**config.mk**
```make
export PLATFORM = sky130hd
export DESIGN_NAME = posit_opgroup_out_fifo
export DESIGN_NICKNAME = d
export VERILOG_FILES = /design/src/rtl/posit_opgroup_out_fifo.sv
export SDC_FILE = /design/constraint.sdc
export NUM_CORES = 1
export LEC_CHECK = 0
export CAP_MARGIN = 10
export CORE_MARGIN = 2
export CORE_UTILIZATION = 37
export DETAILED_ROUTE_END_ITERATION = 16
export PLACE_DENSITY = 0.68
export SETUP_SLACK_MARGIN = 0.2
export SLEW_MARGIN = 25
export SYNTH_ARGS = -nofsm -noshare
export SYNTH_HDL_FRONTEND = slang
export SYNTH_SLANG_ARGS = --single-unit
```
**constraint.sdc**
```tcl
create_clock -name clk_i -period 6.8 [get_ports clk_i]
set_input_delay 1.36 -clock clk_i [delete_from_list [all_inputs] [get_ports clk_i]]
set_output_delay 1.36 -clock clk_i [all_outputs]
set_load 0.01 [all_outputs]
```
**src/rtl/posit_opgroup_out_fifo.sv**
```systemverilog
// posit_opgroup_out_fifo
//   Output buffer behind a posit opgroup format slice (DIVSQRT/NONCOMP). Captures
//   {result, status, extension bit, tag} on a valid/ready handshake into a
//   Depth-entry FIFO so the slice can retire while the result arbiter stalls.
//   in_ready_o depends only on the stored count, so there is no combinational
//   path from out_ready_i back to the slice.
//
// Parameters: Width (result bits), Depth (>= 2, any value), TagType (tag type).
// Ports:
//   clk_i, rst_i          clock, synchronous active-high reset
//   in_*_i / in_valid_i   slice payload and valid; in_ready_o back to the slice
//   flush_i               discard all stored entries (wins over push/pop)
//   result_o, status_o, extension_bit_o, tag_o, out_valid_o / out_ready_i
//                         head entry towards the arbiter ('0 when empty)
//   busy_o                FIFO holds at least one entry
// Optional feature macro: POSIT_OUT_FIFO_STICKY_EN
//   adds sticky_clr_i / sticky_status_o, an OR of the status of every popped entry.

package posit_pkg;
  typedef struct packed {
    logic nv;  // invalid operation
    logic dz;  // divide by zero
    logic of;  // overflow
    logic uf;  // underflow
    logic nx;  // inexact
  } status_t;
endpackage

module posit_opgroup_out_fifo
  import posit_pkg::*;
#(
  parameter int unsigned Width   = 32,
  parameter int unsigned Depth   = 2,
  parameter type         TagType = logic
) (
  input  logic             clk_i,
  input  logic             rst_i,
  input  logic [Width-1:0] in_result_i,
  input  status_t          in_status_i,
  input  logic             in_ext_bit_i,
  input  TagType           in_tag_i,
  input  logic             in_valid_i,
  output logic             in_ready_o,
  input  logic             flush_i,
  output logic [Width-1:0] result_o,
  output status_t          status_o,
  output logic             extension_bit_o,
  output TagType           tag_o,
  output logic             out_valid_o,
  input  logic             out_ready_i,
`ifdef POSIT_OUT_FIFO_STICKY_EN
  input  logic             sticky_clr_i,
  output status_t          sticky_status_o,
`endif
  output logic             busy_o
);

  localparam int unsigned PtrW = (Depth > 1) ? $clog2(Depth) : 1;
  localparam int unsigned CntW = $clog2(Depth + 1);

  logic [PtrW-1:0]  wr_ptr_q, rd_ptr_q;
  logic [CntW-1:0]  count_q;
  logic             push, pop, not_empty;

  logic [Width-1:0] result_mem [Depth];
  status_t          status_mem [Depth];
  logic             ext_mem    [Depth];
  TagType           tag_mem    [Depth];

  // Pointer advance with wrap at Depth-1 so non-power-of-two depths work.
  function automatic logic [PtrW-1:0] ptr_inc(input logic [PtrW-1:0] p);
    return (p == PtrW'(Depth - 1)) ? '0 : p + PtrW'(1);
  endfunction

  // Handshake flags, all derived from registered state.
  assign not_empty   = (count_q != '0);
  assign in_ready_o  = (count_q != CntW'(Depth));
  assign out_valid_o = not_empty;
  assign busy_o      = not_empty;

  // Flush cancels both the same-cycle push and pop.
  assign push = in_valid_i & in_ready_o & ~flush_i;
  assign pop  = not_empty & out_ready_i & ~flush_i;

  // Pointer and occupancy tracking.
  always_ff @(posedge clk_i) begin
    if (rst_i || flush_i) begin
      wr_ptr_q <= '0;
      rd_ptr_q <= '0;
      count_q  <= '0;
    end else begin
      if (push) wr_ptr_q <= ptr_inc(wr_ptr_q);
      if (pop)  rd_ptr_q <= ptr_inc(rd_ptr_q);
      case ({push, pop})
        2'b10:   count_q <= count_q + CntW'(1);
        2'b01:   count_q <= count_q - CntW'(1);
        default: count_q <= count_q;
      endcase
    end
  end

  // Entry storage; never cleared, validity is tracked by count_q alone.
  always_ff @(posedge clk_i) begin
    if (push) begin
      result_mem[wr_ptr_q] <= in_result_i;
      status_mem[wr_ptr_q] <= in_status_i;
      ext_mem[wr_ptr_q]    <= in_ext_bit_i;
      tag_mem[wr_ptr_q]    <= in_tag_i;
    end
  end

  // Head entry, masked to zero so stale storage never leaks out when empty.
  always_comb begin
    result_o        = '0;
    status_o        = '0;
    extension_bit_o = 1'b0;
    tag_o           = '0;
    if (not_empty) begin
      result_o        = result_mem[rd_ptr_q];
      status_o        = status_mem[rd_ptr_q];
      extension_bit_o = ext_mem[rd_ptr_q];
      tag_o           = tag_mem[rd_ptr_q];
    end
  end

`ifdef POSIT_OUT_FIFO_STICKY_EN
  status_t sticky_q;

  // Clear applies first, so a pop in the clearing cycle still lands.
  always_ff @(posedge clk_i) begin
    if (rst_i) begin
      sticky_q <= '0;
    end else begin
      sticky_q <= (sticky_clr_i ? status_t'('0) : sticky_q) |
                  (pop ? status_o : status_t'('0));
    end
  end

  assign sticky_status_o = sticky_q;
`endif

endmodule
```
==> impl_metrics.json, run 1 <==
{
  "grt_max_degree": 41,
  "finalSetupViolCount": 0,
  "r2r_end": "result_mem[0][14]",
  "place_congestion": 0.666,
  "ys_seq_elements": 83,
  "power_mw": 0.982,
  "wl_met2_um": 2730,
  "synth_ff_type": "edfxtp_1",
  "tns_ps": 0,
  "path_cells": "buf_4 > mux2i_1 > nor2_1 > clkdlybuf4s50_1",
  "synth_area_sq_um": 3170,
  "grt.overflow.total": 0,
  "ys.warnings.count": 0,
  "clk_latency_ps": 330,
  "die_w_um": 96.5,
  "cts_max_level": 3,
  "core_sq_um": 8260,
  "drive_above_1_share": 0.0729,
  "nets": 328,
  "area_growth_pct": 37.9,
  "slowest_stage": "buf_4",
  "worstHoldPathCells": 2,
  "numCtsBuffers": 9,
  "status": "finished, final reports clean",
  "antenna_found_initial": 0,
  "cp.required_ps": 5440,
  "syn_inst": 194,
  "wire_per_inst_um": 13.1,
  "cts-root-buf": "clkbuf_8",
  "relSlewSlack": 0.436,
  "seqPwrFrac": 0.588,
  "die-height_um": 96.5,
  "cp.arrival_ps": 2050,
  "comb_power_share": 0.079,
  "cp-start-kind": "flip-flop",
  "hp-class": "reg -> reg",
  "antenna_left": 0,
  "drt_pass1_iterations": 4,
  "power_density_nw_per_um2": 225,
  "ff2ff_path_depth": 4,
  "dp_hpwl_um": 3530,
  "wirelength_met1_um": 2080,
  "slew_viol_final": 0,
  "initial_core_util": 0.383,
  "seq_area_frac_synth": 0.772,
  "wirelength_um": 5170,
  "diodes": 0,
  "syn-mean-instance-area_sq_um": 16.3,
  "critPathMaxStageDelay_ps": 510,
  "grt_pass1_vias": 1753,
  "via_per_inst": 4.57,
  "tightest_slew_ps": 845,
  "dp.cells": 377,
  "top_layer_used": "met4",
  "rsz0062_at_grt": "false",
  "synth-edff-count": 78,
  "cts_resized": 0,
  "cts_hold_buf": 0,
  "fin_crit_sh": 0.501,
  "drc": 0,
  "switching_share": 0.196,
  "cp-end-kind": "output pin",
  "cts_setup_buffers": 0,
  "grt_pass1_wl_um": 7820,
  "numPortBuffers": 85,
  "r2r_start": "count_q[0]",
  "crit_fanout": 39,
  "fmax_ghz": 0.293,
  "std_cell_rows": 33,
  "synth_fp_nets": 239,
  "path_class": "reg -> out",
  "met3_length_um": 280,
  "min_period_ps": 3410,
  "async_flop_share": 0,
  "fin_skew_ps": 10.7,
  "cts_sinks": 83,
  "hold_end": "rd_ptr_q",
  "drtIter0Drc": 54,
  "track_usage": 0.114,
  "stdcell_count": 393,
  "power.leakage_nw": 1.38,
  "maxCapViolCount": 0,
  "clkTransAtPathRegs_ps": 80,
  "cts_max_path_buffers": 2,
  "cp_top_family": "buffers and inverters",
  "hp-start": "rd_ptr_q",
  "p_int_mw": 0.789,
  "design.die.area_sq_um": 9310,
  "hold_violations": 0,
  "peakVddDrop_v": 0.000112,
  "cts_tree": "built",
  "r2r_slack_ps": 4740,
  "p_sw_mw": 0.193,
  "clockPowerShare": 0.333,
  "worst-path-buf-inv": 2,
  "yosysUniqueCellTypes": 20,
  "ios": 86,
  "vias": 1796
}
worst min-delay path: stages (launching register included):
cell     delay, ps
dfxtp_1        330
xor2_1          80
nor2_1          70
through the flow:
stage / setup WS, ps / hold WS, ps / utilization / area (sq um)
6_report: 3390 / 512 / 0.529 / 4370
5_1_grt: 3170 / 558 / 0.529 / 4370
4_1_cts: 3330 / 520 / 0.529 / 4370
3_5_place_dp: 3510 / 497 / 0.506 / 4180
3_3_place_gp: 3420 / 487 / 0.499 / 4120
2_1_floorplan: 3160 / 472 / - / 3170
synthesized netlist by cell type (all sizes together) (2+ instances only):
library cell | instances | area (sq um)
a21oi | 2 | 10.0
buf | 5 | 36.3
clkbuf | 5 | 18.8
dfxtp | 5 | 100
edfxtp | 78 | 2340
inv | 2 | 7.51
mux2i | 39 | 390
nor2 | 46 | 173
o21ai | 2 | 10.0
xor2 | 2 | 17.5
state kept, by name (all words and copies together), names as in the netlist, named ones only:
register    count
ext_mem         2
tag_mem         2
status_mem     10
wr_ptr_q        1
rd_ptr_q        1
count_q         2
result_mem     64
power by group through the flow:
stage	clock network [mW]	registers (mW)	logic [mW]
floorplan	0	0.589	0.0273
global placement	0	0.589	0.0743
detailed placement	0	0.589	0.0789
CTS	0.340	0.578	0.0793
global route	0.357	0.579	0.0842
finish	0.327	0.578	0.0776
how the worst max path moves through the flow:
stage / endpoint / slack [ps] / cells past startpoint
floorplan: ext_mem[0] / 3160 / 2
global placement: result_mem[0][16] / 3420 / 3
detailed placement: result_mem[0][16] / 3510 / 4
CTS: result_o[25] / 3330 / 3
global route: busy_o / 3170 / 3
finish: status_o[0] / 3390 / 4
cell usage in the layout (no fill, tap or decap):
cell	synthesis	layout
bufinv_16	0	1
dfxtp_1	5	4
clkbuf_8	0	9
nor2_4	0	3
edfxtp_1	78	78
clkinvlp_4	0	1
o21ai_0	2	2
nor2_1	46	43
clkinv_4	0	1
ha_1	1	1
clkdlybuf4s50_1	0	85
a21o_1	1	1
nand3_1	1	1
inv_1	2	2
nand3b_1	1	1
xnor2_1	1	1
clkinv_2	0	1
or3_1	1	1
clkbuf_1	5	3
buf_16	0	2
xor2_1	2	2
buf_4	2	1
dfxtp_2	0	1
mux2i_1	39	39
nand2b_1	1	1
a21oi_1	2	2
or2_2	1	1
area by class of cell:
type                            count  area [sq um]
Clock buffer                       12           135
Clock inverter                      4          51.3
Fill cell                         722          3890
Inverter                            2          7.51
Multi-Input combinational cell     99           683
Sequential cell                    83          2440
Tap cell                          105           131
Timing Repair Buffer               88           913
layer usage:
metal  up-vias  global-route usage
met2        57               0.205
met1       849               0.128
met3         9              0.0264
met5         -                   0
li1        881                   -
met4         0              0.0493
logic make-up (layout without fill, tap and decap cells):
family / after synthesis / after routing / synth area share
AO/OA/AOI/OAI: 5 / 5 / 0.00870
XOR/XNOR: 3 / 3 / 0.00830
adder cells (fa/ha/maj): 1 / 1 / 0.00395
buffers and inverters: 12 / 106 / 0.0198
flip-flops: 83 / 83 / 0.772
multiplexers: 39 / 39 / 0.123
AND/OR/NAND/NOR: 51 / 51 / 0.0644
No activity file was read; power rests on OpenSTA's default activity.
==> run 2: changes to the inputs <==
--- a/config.mk
+++ b/config.mk
@@ -9,7 +9,7 @@
 export CORE_MARGIN = 2
 export CORE_UTILIZATION = 37
 export DETAILED_ROUTE_END_ITERATION = 16
-export PLACE_DENSITY = 0.68
+export PLACE_DENSITY = 0.7
 export SETUP_SLACK_MARGIN = 0.2
 export SLEW_MARGIN = 25
 export SYNTH_ARGS = -nofsm -noshare
==> constraint.sdc (replaced) <==
create_clock -name clk_i -period 3.1 [get_ports clk_i]
set_input_delay 0.62 -clock clk_i [delete_from_list [all_inputs] [get_ports clk_i]]
set_output_delay 0.62 -clock clk_i [all_outputs]
set_load 0.01 [all_outputs]
==> impl_metrics.json, run 2 (synthesis results as in run 1) <==
{
  "drtIter0Drc": 118,
  "nets": 329,
  "critPathLaunch": "count_q[0]",
  "diodes": 0,
  "wire_per_inst_um": 14.6,
  "antenna_left": 0,
  "tightest_slew_ps": 465,
  "grt.overflow.total": 0,
  "cp-end-kind": "output pin",
  "clkTransAtPathRegs_ps": 70,
  "cts_max_path_buffers": 2,
  "drt_pass1_iterations": 4,
  "slowest_stage": "clkdlybuf4s50_1",
  "grt_max_degree": 40,
  "fin_util": 0.528,
  "track_usage": 0.131,
  "hp-class": "reg -> reg",
  "ios": 86,
  "cts_max_level": 3,
  "path_class": "reg -> out",
  "status": "finished, final reports clean",
  "cts_tree": "built",
  "fin_skew_ps": 7.34,
  "register_area_sq_um": 2440,
  "fmax_ghz": 0.402,
  "hold_slack_ps": 517,
  "fillCellCount": 713,
  "cts_resized": 0,
  "multi_input_area_sq_um": 683,
  "cp.arrival_ps": 1870,
  "peakVddDrop_v": 0.000270,
  "fin_crit_sh": 0.803,
  "r2r_start": "count_q[0]",
  "die-height_um": 96.5,
  "clk_latency_ps": 350,
  "initial_core_util": 0.383,
  "wirelength_um": 5760,
  "endpoint": "status_o[1]",
  "place_congestion": 0.762,
  "vias": 1782,
  "power_density_nw_per_um2": 478,
  "dp_hpwl_um": 3870,
  "tns_ps": 0,
  "drive_above_1_share": 0.0761,
  "numPortBuffers": 85,
  "hold_violations": 0,
  "grt_pass1_wl_um": 8690,
  "largest_reg_flops": 64,
  "crit_fanout": 25,
  "cts_sinks": 83,
  "cts_setup_buffers": 0,
  "ff2ff_path_depth": 4,
  "critPathMaxStageDelay_ps": 480,
  "cp.required_ps": 2480,
  "relSlewSlack": 0.690,
  "std_cell_rows": 33,
  "core_sq_um": 8260,
  "antenna_found_initial": 0,
  "maxCapViolCount": 0,
  "area_growth_pct": 37.6,
  "drc": 0,
  "cts-root-buf": "clkbuf_8",
  "design.die.area_sq_um": 9310,
  "final_common_cell": "clkdlybuf4s50_1",
  "cp-start-kind": "flip-flop",
  "finalSetupViolCount": 0,
  "die_w_um": 96.5,
  "r2r_end": "result_mem[0][29]",
  "min_period_ps": 2490,
  "path_cells": "nor2_4 > buf_12 > nor2_1 > clkdlybuf4s50_1",
  "via_per_inst": 4.52,
  "mostFrequentLayoutCells": "clkdlybuf4s50_1 (85), edfxtp_1 (78), nor2_1 (43), mux2i_1 (39), clkbuf_8 (9)",
  "power.leakage_nw": 1.37,
  "cts_hold_buf": 0,
  "slew_viol_final": 0,
  "rsz0062_at_grt": "false",
  "numCtsBuffers": 9,
  "reg_top3": "result_mem: 64 flops, status_mem: 10 flops",
  "r2r_slack_ps": 1180,
  "grt_pass1_vias": 1807,
  "regMostFlops": "result_mem"
}
-- run 2: changes by cell type in the layout (fill, tap and decap cells not counted), moves of 2 or more --
cell | before | now
buf_16 | 2 | 0
buf_12 | 0 | 4
clkbuf_1 | 3 | 1
clkinv_1 | 0 | 2
-- run 2: per-layer routing --
metal / GRT usage / up-vias / wire (um)
met1: 0.154 / 833 / 2370
li1: - / 884 / -
met4: 0.0704 / 0 / 114
met2: 0.220 / 55 / 2960
met5: 0 / - / 0
met3: 0.0334 / 10 / 313
-- run 2: metrics by stage --
| step | cells | setup slack (ps) | instance area, sq um | total power [mW] |
|---|---|---|---|---|
| finish | 394 | 611 | 4360 | 2.08 |
| global route | 394 | 481 | 4360 | 2.16 |
| CTS | 394 | 568 | 4360 | 2.10 |
| detailed placement | 378 | 676 | 4200 | 1.47 |
| global placement | 378 | 733 | 4200 | 1.47 |
| floorplan | 194 | 198 | 3170 | 1.35 |
-- run 2: worst min path at each step --
stage | startpoint | cells past startpoint | end | slack (ps)
floorplan | rd_ptr_q | 2 | flip-flop | 470
global placement | rd_ptr_q | 2 | rd_ptr_q | 490
detailed placement | rd_ptr_q | 2 | rd_ptr_q | 500
CTS | rd_ptr_q | 2 | rd_ptr_q | 520
global route | rd_ptr_q | 2 | flip-flop | 570
finish | rd_ptr_q | 2 | rd_ptr_q | 520
-- run 2: cell type report --
type | instances | share of cell area
Multi-Input combinational cell | 99 | 0.157
Sequential cell | 83 | 0.561
Timing Repair Buffer | 89 | 0.214
Inverter | 2 | 0.00172
Tap cell | 105 | 0.0302
Clock inverter | 6 | 0.00747
Clock buffer | 10 | 0.0293
-- run 2: worst max-delay path: cells and delay by family, from the launching register on --
kind | cells | cell delay [ps]
buf+inv | 2 | 700
flops | 1 | 380
simple gates | 2 | 430
-- run 2: report_power, final --
group	internal, mW	switching (mW)
Clock	0.282	0.359
Combinational	0.100	0.0740
Sequential	1.26	0.00828
==> run 3: changes to the inputs <==
==> constraint.sdc (replaced) <==
create_clock -name clk_i -period 2.1 [get_ports clk_i]
set_input_delay 0.42 -clock clk_i [delete_from_list [all_inputs] [get_ports clk_i]]
set_output_delay 0.42 -clock clk_i [all_outputs]
set_load 0.01 [all_outputs]
==> impl_metrics.json, run 3 (synthesis results as in run 1) <==
{
  "drtIter0Drc": 80,
  "maxCapViolCount": 0,
  "place_area_sq_um": 4220,
  "initial_core_util": 0.383,
  "power.leakage_nw": 1.75,
  "die-height_um": 96.5,
  "fmax_ghz": 0.510,
  "min_period_ps": 1960,
  "cp.required_ps": 1680,
  "place_congestion": 0.661,
  "power_mw": 3.62,
  "std_cell_rows": 33,
  "relSlewSlack": 0.829,
  "cts_tree": "built",
  "cts_max_path_buffers": 2,
  "drive_above_1_share": 0.334,
  "tightest_slew_ps": 255,
  "die_w_um": 96.5,
  "slew_viol_final": 0,
  "grt.overflow.total": 0,
  "drt_pass1_iterations": 4,
  "cp.arrival_ps": 1540,
  "antenna_found_initial": 0,
  "status": "finished, final reports clean",
  "post-route-cell-area_sq_um": 4780,
  "clk_latency_ps": 340,
  "core_sq_um": 8260,
  "vias": 1997,
  "r2r_start": "count_q[1]",
  "crit_fanout": 5,
  "fin_skew_ps": 5.65,
  "path_class": "reg -> out",
  "r2r_slack_ps": 330,
  "wirelength_um": 6530,
  "dp.cells": 381,
  "track_usage": 0.145,
  "cts_sinks": 83,
  "cp-start-kind": "flip-flop",
  "stdcell_count": 434,
  "area_growth_pct": 51.1,
  "numPortBuffers": 85,
  "via_per_inst": 4.60,
  "r2r_end": "count_q[1]",
  "cts-root-buf": "clkbuf_8",
  "largest_reg_flops": 64,
  "regMostFlops": "result_mem",
  "endpoint": "result_o[2]",
  "grt_pass1_vias": 1973,
  "mostFrequentLayoutCells": "edfxtp_1 (78), nor2_1 (43), clkdlybuf4s50_1 (43), mux2i_1 (32), buf_4 (21)",
  "cp-end-kind": "output pin",
  "grt_pass1_wl_um": 9600,
  "peakVddDrop_v": 0.000416,
  "fin_crit_sh": 0.933,
  "hold_violations": 0,
  "nets": 369,
  "dp_hpwl_um": 3460,
  "design.die.area_sq_um": 9310,
  "hp-class": "reg -> reg",
  "finalSetupViolCount": 0,
  "ios": 86,
  "diodes": 0,
  "cts_max_level": 3,
  "tns_ps": 0,
  "final_common_cell": "edfxtp_1",
  "antenna_left": 0,
  "grt_max_degree": 40,
  "numCtsBuffers": 9,
  "clkTransAtPathRegs_ps": 80,
  "power_density_nw_per_um2": 756,
  "reg_top3": "result_mem: 64 flops, status_mem: 10 flops",
  "rsz0062_at_grt": "true",
  "hold_slack_ps": 511,
  "wire_per_inst_um": 15.0,
  "drc": 0,
  "ff2ff_path_depth": 6
}
-- run 3: cell types whose count changed in the layout (fill, tap and decap cells not counted), sizes merged --
cell	before	now
clkbuf	10	29
clkdlybuf4s50	85	43
inv	2	3
dlygate4sd2	0	6
bufinv	0	4
buf	4	58
clkinv	4	0
clkinvlp	2	1
nor2	46	49
-- run 3: worst max-delay path, stage by stage (launching register included) --
cell	delay (ps)
dfxtp_4	380
buf_6	130
buf_6	110
buf_12	110
buf_16	120
mux2i_1	110
nor2_1	100
buf_2	130
-- run 3: final cells by class --
class	instances	area (sq um)
clock inverters	6	136
clock buffers	10	128
fillers	674	3470
inverters	2	7.51
repair buffers	126	1170
well taps	105	131
flip-flops and latches	83	2450
multi-input cells	102	759
-- run 3: worst min-delay path by stage --
| stage | slack (ps) | cells after the start | to | start |
|---|---|---|---|---|
| floorplan | 470 | 2 | flip-flop | rd_ptr_q |
| global placement | 490 | 2 | rd_ptr_q | rd_ptr_q |
| detailed placement | 490 | 2 | flip-flop | rd_ptr_q |
| CTS | 510 | 2 | rd_ptr_q | rd_ptr_q |
| global route | 560 | 2 | flip-flop | rd_ptr_q |
| finish | 510 | 2 | rd_ptr_q | rd_ptr_q |
-- run 3: power by group --
group          switching [mW]  leakage (nW)  internal, mW
Sequential             0.0153         0.759          1.86
Combinational           0.121         0.864         0.162
Clock                   0.549         0.127         0.915
Total                   0.685          1.75          2.93
-- run 3: per-layer routing --
| layer | wire [um] | share of wire | up-vias | global-route usage |
|---|---|---|---|---|
| met2 | 3270 | 0.50 | 69 | 0.242 |
| met1 | 2730 | 0.42 | 946 | 0.180 |
| met5 | 0 | 0 | - | 0 |
| met4 | 133 | 0.020 | 0 | 0.0704 |
| li1 | - | - | 969 | - |
| met3 | 388 | 0.059 | 13 | 0.0303 |
-- run 3: metrics by stage --
stage	util	setup slack, ps
6_report	0.579	140
5_1_grt	0.579	66.3
4_1_cts	0.573	62.8
3_5_place_dp	0.511	-48.7
3_3_place_gp	0.511	-42.2
2_1_floorplan	-	-123
-- run 3: timing repair --
item	4_1_cts	5_1_grt
pin swaps	4	3
setup buffers	23	8
setup endpoints to repair	42	30
hold buffers	0	0
cloned	6	0
resized for setup	111	51
